===== src/rtl/spike_rate_encoder.sv =====
// Purpose : rate-codes an 8-bit stimulus sample into a deterministic spike train
//           using a first-order sigma-delta phase accumulator over a window of
//           W = 2^WIN_LOG2 slots; spikes per window = floor(val*W/2^DATA_W).
// Latency : sample accepted at E0, slot k spike visible after edge Ek, window_done
//           pulses after E(W+1); next sample can be accepted at E(W+2).
// Backpr. : in_ready is high only in IDLE; en=0 freezes an active window in place.
//
// Ports:
//   clk, rst_n         clock, asynchronous active-low reset
//   in_data/in_valid   stimulus sample handshake (accepted when in_ready)
//   in_ready           high only while IDLE
//   en                 advance enable for the encoding window
//   spike              registered one-cycle spike pulse
//   busy               high while ENCODE or DONE
//   window_done        one-cycle pulse after the last slot of a window
//   spike_count        spikes in the last completed window (held until the next)
module spike_rate_encoder #(
  parameter int DATA_W   = 8,
  parameter int WIN_LOG2 = 8
) (
  input  logic                clk,
  input  logic                rst_n,
  input  logic [DATA_W-1:0]   in_data,
  input  logic                in_valid,
  output logic                in_ready,
  input  logic                en,
  output logic                spike,
  output logic                busy,
  output logic                window_done,
  output logic [WIN_LOG2-1:0] spike_count
);

  typedef enum logic [1:0] {
    S_IDLE   = 2'd0,
    S_ENCODE = 2'd1,
    S_DONE   = 2'd2
  } state_t;

  // Slot index of the final slot in a window (W-1 is all ones).
  localparam logic [WIN_LOG2-1:0] LAST_SLOT = '1;

  state_t              state, state_nxt;
  logic [DATA_W-1:0]   acc, acc_nxt;
  logic [DATA_W-1:0]   val, val_nxt;
  logic [WIN_LOG2-1:0] slot, slot_nxt;
  logic [WIN_LOG2-1:0] run_cnt, run_cnt_nxt;
  logic [WIN_LOG2-1:0] spike_count_nxt;
  logic                spike_nxt;
  logic                window_done_nxt;

  // Phase accumulator step: the carry out of the DATA_W-bit add is the spike.
  logic [DATA_W:0]     sum;
  assign sum = {1'b0, acc} + {1'b0, val};

  assign busy     = (state != S_IDLE);
  assign in_ready = (state == S_IDLE);

  always_ff @(posedge clk or negedge rst_n) begin
    if (!rst_n) begin
      state       <= S_IDLE;
      acc         <= '0;
      val         <= '0;
      slot        <= '0;
      run_cnt     <= '0;
      spike       <= 1'b0;
      window_done <= 1'b0;
      spike_count <= '0;
    end else begin
      state       <= state_nxt;
      acc         <= acc_nxt;
      val         <= val_nxt;
      slot        <= slot_nxt;
      run_cnt     <= run_cnt_nxt;
      spike       <= spike_nxt;
      window_done <= window_done_nxt;
      spike_count <= spike_count_nxt;
    end
  end

  always_comb begin
    state_nxt       = state;
    acc_nxt         = acc;
    val_nxt         = val;
    slot_nxt        = slot;
    run_cnt_nxt     = run_cnt;
    spike_count_nxt = spike_count;
    spike_nxt       = 1'b0;
    window_done_nxt = 1'b0;

    case (state)
      S_IDLE: begin
        if (in_valid) begin
          val_nxt     = in_data;
          acc_nxt     = '0;
          slot_nxt    = '0;
          run_cnt_nxt = '0;
          state_nxt   = S_ENCODE;
        end
      end

      S_ENCODE: begin
        // With en low everything holds and spike_nxt stays 0, so a stall
        // never changes the window's spike total.
        if (en) begin
          acc_nxt     = sum[DATA_W-1:0];
          spike_nxt   = sum[DATA_W];
          run_cnt_nxt = run_cnt + {{(WIN_LOG2-1){1'b0}}, sum[DATA_W]};
          slot_nxt    = slot + 1'b1;
          if (slot == LAST_SLOT) begin
            // Total is at most W-1, so it always fits in WIN_LOG2 bits.
            spike_count_nxt = run_cnt_nxt;
            state_nxt       = S_DONE;
          end
        end
      end

      S_DONE: begin
        window_done_nxt = 1'b1;
        state_nxt       = S_IDLE;
      end

      default: begin
        state_nxt = S_IDLE;
      end
    endcase
  end

endmodule


===== config.mk =====
export PLATFORM = sky130hd
export DESIGN_NAME = spike_rate_encoder
export DESIGN_NICKNAME = d
export VERILOG_FILES = /design/src/rtl/spike_rate_encoder.sv
export SDC_FILE = /design/constraint.sdc
export NUM_CORES = 1
export LEC_CHECK = 0
export BUFFER_PORTS_ARGS = -buffer_cell sky130_fd_sc_hd__buf_2
export CAP_MARGIN = 0
export CORE_MARGIN = 2
export CORE_UTILIZATION = 32
export DETAILED_ROUTE_END_ITERATION = 16
export MAX_ROUTING_LAYER = met4
export PLACE_DENSITY = 0.56
export SETUP_SLACK_MARGIN = 0.02
export SLEW_MARGIN = 20
export SYNTH_ARGS = -nofsm -noshare
export SYNTH_HDL_FRONTEND = slang
export SYNTH_SLANG_ARGS = --single-unit

===== constraint.sdc =====
create_clock -name clk -period 3.8 [get_ports clk]
set_input_delay 0.57 -clock clk [delete_from_list [all_inputs] [get_ports clk]]
set_output_delay 0.57 -clock clk [all_outputs]
set_load 0.02 [all_outputs]

Word-level counts from Yosys, hierarchy flattened --
Cells that the tools add are included.
Storage, ports and cells: register bits 44, input bits 12, word-level logic and storage cells 38, output and inout port bits 12
Operators by class: reduce and logical (&&, ||, !) cells 7, equality and inequality tests 6, muxes and demuxes 14, add/subtract/negate cells 3
Operators by type and width (count):
- $pmux 8 s2 | 3
- $mux 8 | 4
- $add 8x8->9 | 1
- $reduce_and 3->1 | 3
- $add 8x1->8 | 1
- $add 8x1->8 const B | 1
- $eq 8x8->1 const B | 1
- $mux 2 | 3
- $ne 2x2->1 const B | 3
- $pmux 2 s2 | 1
- $reduce_bool 2->1 | 2
- $mux 1 | 3
- $eq 2x1->1 const B | 1
- $eq 2x2->1 const B | 1
- $logic_not 2->1 | 1
- $reduce_and 2->1 | 1

Depth between registers and ports, before layout --
word-level depth 4, mapped depth 15, depth with buffers taken out 15

Worst setup path after synthesis --
Ideal clock, no wire load.
path type register to register, start point register acc[0], end point register run_cnt[6], setup slack 1.004 ns, arrival time 2.713 ns, required time 3.717 ns, buffers on the path 0, cell stages (with the launch flop) 16, period minus slack after synthesis 2.796 ns, library setup time 0.083 ns, path through dfrtp_1 ha_1 inv_1 fa_1 nor2b_1 o31a_1 o31ai_1 nand2b_1 a21o_1 ha_1 ha_1 and3_1 and3_1 o21ai_0 nand2_1 o21ai_0
On the way: cells in the longest elaborated chain, start to end 4
RTL lines:
- start, declared | line 43 | logic [DATA_W-1:0] acc, acc_nxt;
- start signal, assigned | line 70 | acc <= acc_nxt;
- $add 8x8->9 | line 53 | assign sum = {1'b0, acc} + {1'b0, val};
- $add 8x1->8 | line 107 | run_cnt_nxt = run_cnt + {{(WIN_LOG2-1){1'b0}}, sum[DATA_W]};
- $mux 8 | line 104 | if (en) begin
- $pmux 8 s2 | line 90 | case (state)
- end signal, assigned | line 73 | run_cnt <= run_cnt_nxt;
- end, declared | line 46 | logic [WIN_LOG2-1:0] run_cnt, run_cnt_nxt;
Every way passes these cells. The select of a mux whose other input is x is not followed. A chain may end at the register's enable or synchronous reset.

Worst setup path after layout --
Ends and elaborated chain as after synthesis.

==> results.md <==
Global routing:
- After global routing the overflow that remains totals 0.
- The largest net degree at the start of global routing is 45.
- The initial antenna violation count is 0.
- The overall track demand over capacity in global routing is 0.132.
- The first global-routing pass estimated 7.63 mm of wire.
- The via count of the first global-routing pass came to 1600.

Synth:
- The number of enable-type register cells in the synthesized netlist is 0.
- The cell count after synthesis is around 210.
- The fraction of synthesis flops using an asynchronous set or reset pin is 1.00.
- The most frequent cell after synthesis is dfrtp_1.
- For this run, the register share of the synthesized area comes to 0.501.
- The synthesis-stage register bit count is 44.
- The netlist uses 35 different library cells.
- After synthesis, the most frequently instantiated cells are dfrtp_1 (44), nand2_1 (25), o21ai_0 (24).
- In the post-synthesis netlist, the biggest area contributors are dfrtp_1 (50%), ha_1 (6.3%), o21ai_0 (5.5%).
- After synthesis, the mean cell area works out to 10.3 um2.
- The flip-flop cell with the highest count after synthesis is dfrtp_1.
- The area share of the leading cell type in the synthesized netlist is 0.501.
- The synthesized netlist net count is roughly 240.
- The cell area that synthesis handed to floorplanning was 2200 um2.
- The Yosys step of the flow raised 0 warnings.
- Of all cell types, the one taking the most synthesized area is dfrtp_1.

Clocking:
- Once the clock tree was built, the setup fixing pass inserted 0 buffers.
- TritonCTS built the clock tree.
- The number of levels in the clock H-tree is 2.
- The maximum root-to-sink buffer count is 2.
- The root buffer cell chosen for the clock tree is clkbuf_8.
- Clock latency on the worst-skew pair, taken at its later pin, is 290 ps.
- In this run, post-CTS hold repair placed 0 buffers.
- The clock-pin transition on the worst setup and hold timing paths is about 90 ps.
- The number of sinks handled by clock tree synthesis is 44.
- Gates resized during post-CTS repair numbered 0.
- The total clock buffers created by CTS is 5.

Setup path:
- The critical path startpoint category is a flip-flop.
- At the worst endpoint, the arrival time is 3290 ps.
- The required time of the worst setup path is 4010 ps.
- For flop-to-flop paths, the worst setup slack is 720 ps.
- The kind of cell with the highest combined delay on the critical path is compound AO/OA/AOI/OAI gates.
- By startpoint and endpoint, the worst setup path is classified as reg -> reg.
- The critical path capture point type is a flip-flop.
- The buffers plus inverters on the worst setup path is 1.
- The worst stage delay on the critical path is 390 ps.
- The critical path's slowest cell is dfrtp_1.
- The cell repeated most along the worst path is ha_1.
- Traced cell by cell, the critical path runs through ha_1 -> inv_1 -> fa_1 -> nor2b_1 -> o31a_1 -> o31ai_1 -> nand2b_1 -> a21o_1 -> ha_1 -> ha_1 -> and3_1 -> and3_1 -> o21ai_0 -> nand2_1 -> o21ai_0.
- In this run the worst path has a maximum fanout of 4.

Layout:
- The net count of the finished layout is 262.
- In the final layout, the share of cells above drive strength 1 is 0.192.
- The number of antenna diodes in the final layout is 0.
- Relative to the synthesized area, the layout overhead comes to 13.4%.

Floorplan:
- The area of the core region is 6720 um2.
- During I/O placement, the number of pins put on the boundary was 24.
- The vertical die dimension is between 80 and 90 um.
- The floorplan row count is 30.
- The initial utilization of the core area, before any placement, comes to 0.327.
- The die covers 7540 um2.
- The die is between 80 and 90 um wide.

Routing:
- The initial DRC count is ~60.
- Summed over all layers, the routed wires come to 4.22 mm.
- The number of nets still failing antenna checks after routing is 0.
- The via count of the routed design is 1592.
- The number of remaining DRC errors is 0.
- The wire length per cell after detailed routing is 13.2 um.
- Dividing the detail-routed via count by the number of cells gives 4.99.
- The count of TritonRoute iterations in the first routing pass is 4.

Placement:
- The HPWL after detailed placement is between 2 and 3 mm.
- The count of buffers added on input and output ports is 23.
- The last weighted congestion value of the routability-driven placer is 0.786.

Timing:
- Setup total negative slack on the finished layout was measured at 0 ps.
- The number of setup violations in the final report is 0.
- Subtracting the final worst setup slack from the clock period gives 3080 ps.
- The worst pin sits at a relative slew slack of 0.313.
- Setup repair after global routing left no endpoint under its margin.
- The number of pins with negative max-slew slack in the final report came to 0.
- The period utilization is 0.809.
- The hold slack is between 200 and 300 ps.
- The hold violation count in the final report is 0.
- The maximum clock rate is 0.325 GHz.
- For the pin with the worst max-slew slack, the measured transition is 1030 ps.
- For the final database, setup skew stands at 9.65 ps.

Pwr:
- The reported leakage power is 1.15 nW.
- For this design the ratio of total power to cell area is 634 nW/um2.
- The maximum resistive drop on vdd is 0.000308 V.

Job:
- The total of max-cap violations is 0.

Run status:
- The run finished with clean final reports.

Min path:
- The class of the tightest hold or removal check is in -> async.
[cell families after synthesis]
| family | share of synthesized area |
|---|---|
| flip-flops | 0.501 |
| AND/OR/NAND/NOR | 0.162 |
| adder cells (fa/ha/maj) | 0.0718 |
| multiplexers | 0.0461 |
| XOR/XNOR | 0.0478 |
| buffers and inverters | 0.0199 |
| AO/OA/AOI/OAI | 0.151 |
[power breakdown]
group | leakage (nW) | internal (mW) | switching, mW | total, mW
Combinational | 0.541 | 0.273 | 0.317 | 0.590
Sequential | 0.570 | 0.585 | 0.0958 | 0.681
Clock | 0.0445 | 0.148 | 0.159 | 0.307
Total | 1.15 | 1.01 | 0.572 | 1.58
[state kept, by name, summed over array words and instances, names as in the netlist]
signal       flops
spike_count      8
spike            1
state            2
acc              8
run_cnt          8
val              8
slot             8
window_done      1
[stage by stage]
step	util	setup slack, ps	cell area [um2]	power [mW]	cells
finish	0.371	724	2490	1.58	319
global route	0.371	358	2490	1.72	319
CTS	0.370	710	2490	1.59	319
detailed placement	0.356	732	2390	1.28	311
global placement	0.356	855	2390	1.27	311
floorplan	-	1000	2200	1.14	213
[worst register-to-register path, delay by kind of cell, from the launching register on]
kind,cells,cell delay [ps]
and+or+nand+nor,5,660
buffers and inverters,1,70
AOI/OAI and AO/OA,5,1040
adders and majority gates,4,830
DFF,1,390
[path summary, 6_finish.rpt]
| kind | start | endpoint | cells past startpoint |
|---|---|---|---|
| min | rst_n | slot[4] | 1 |
| max | acc[0] | run_cnt[6] | 15 |
| min in group clk | in_data[1] | val[1] | 3 |
| min reg2reg | acc[5] | acc[5] | 2 |
| max in group asynchronous | rst_n | state[1] | 1 |
| max reg2reg | acc[0] | run_cnt[6] | 15 |
[layer usage]
metal  vias up  part of all wire  track usage
met3         2             0.032       0.0284
met4         0            0.0054       0.0341
met5         -                 0            -
met1       765              0.50        0.178
li1        803                 -            -
met2        22              0.46        0.203
[layout make-up]
cell class                      instances  area, um2
Clock buffer                            7       86.3
Multi-Input combinational cell        158       1050
Fill cell                             678       4230
Inverter                                5       18.8
Tap cell                               80        100
Sequential cell                        44       1100
Timing Repair Buffer                   24        125
Clock inverter                          1       7.51
[layout by cell type (no fill, tap or decap), types with 4 or more instances in the layout]
cell type,Yosys,layout
a21oi_1,12,12
buf_2,2,22
clkbuf_8,0,6
dfrtp_1,44,44
ha_1,11,11
inv_1,5,5
mux2_2,9,9
nand2_1,25,25
nand3_1,4,4
nor2_1,18,18
nor2b_1,5,5
o21ai_0,24,24
xnor2_1,4,4
xor2_1,8,8
Power figures use the tool's default switching activity.
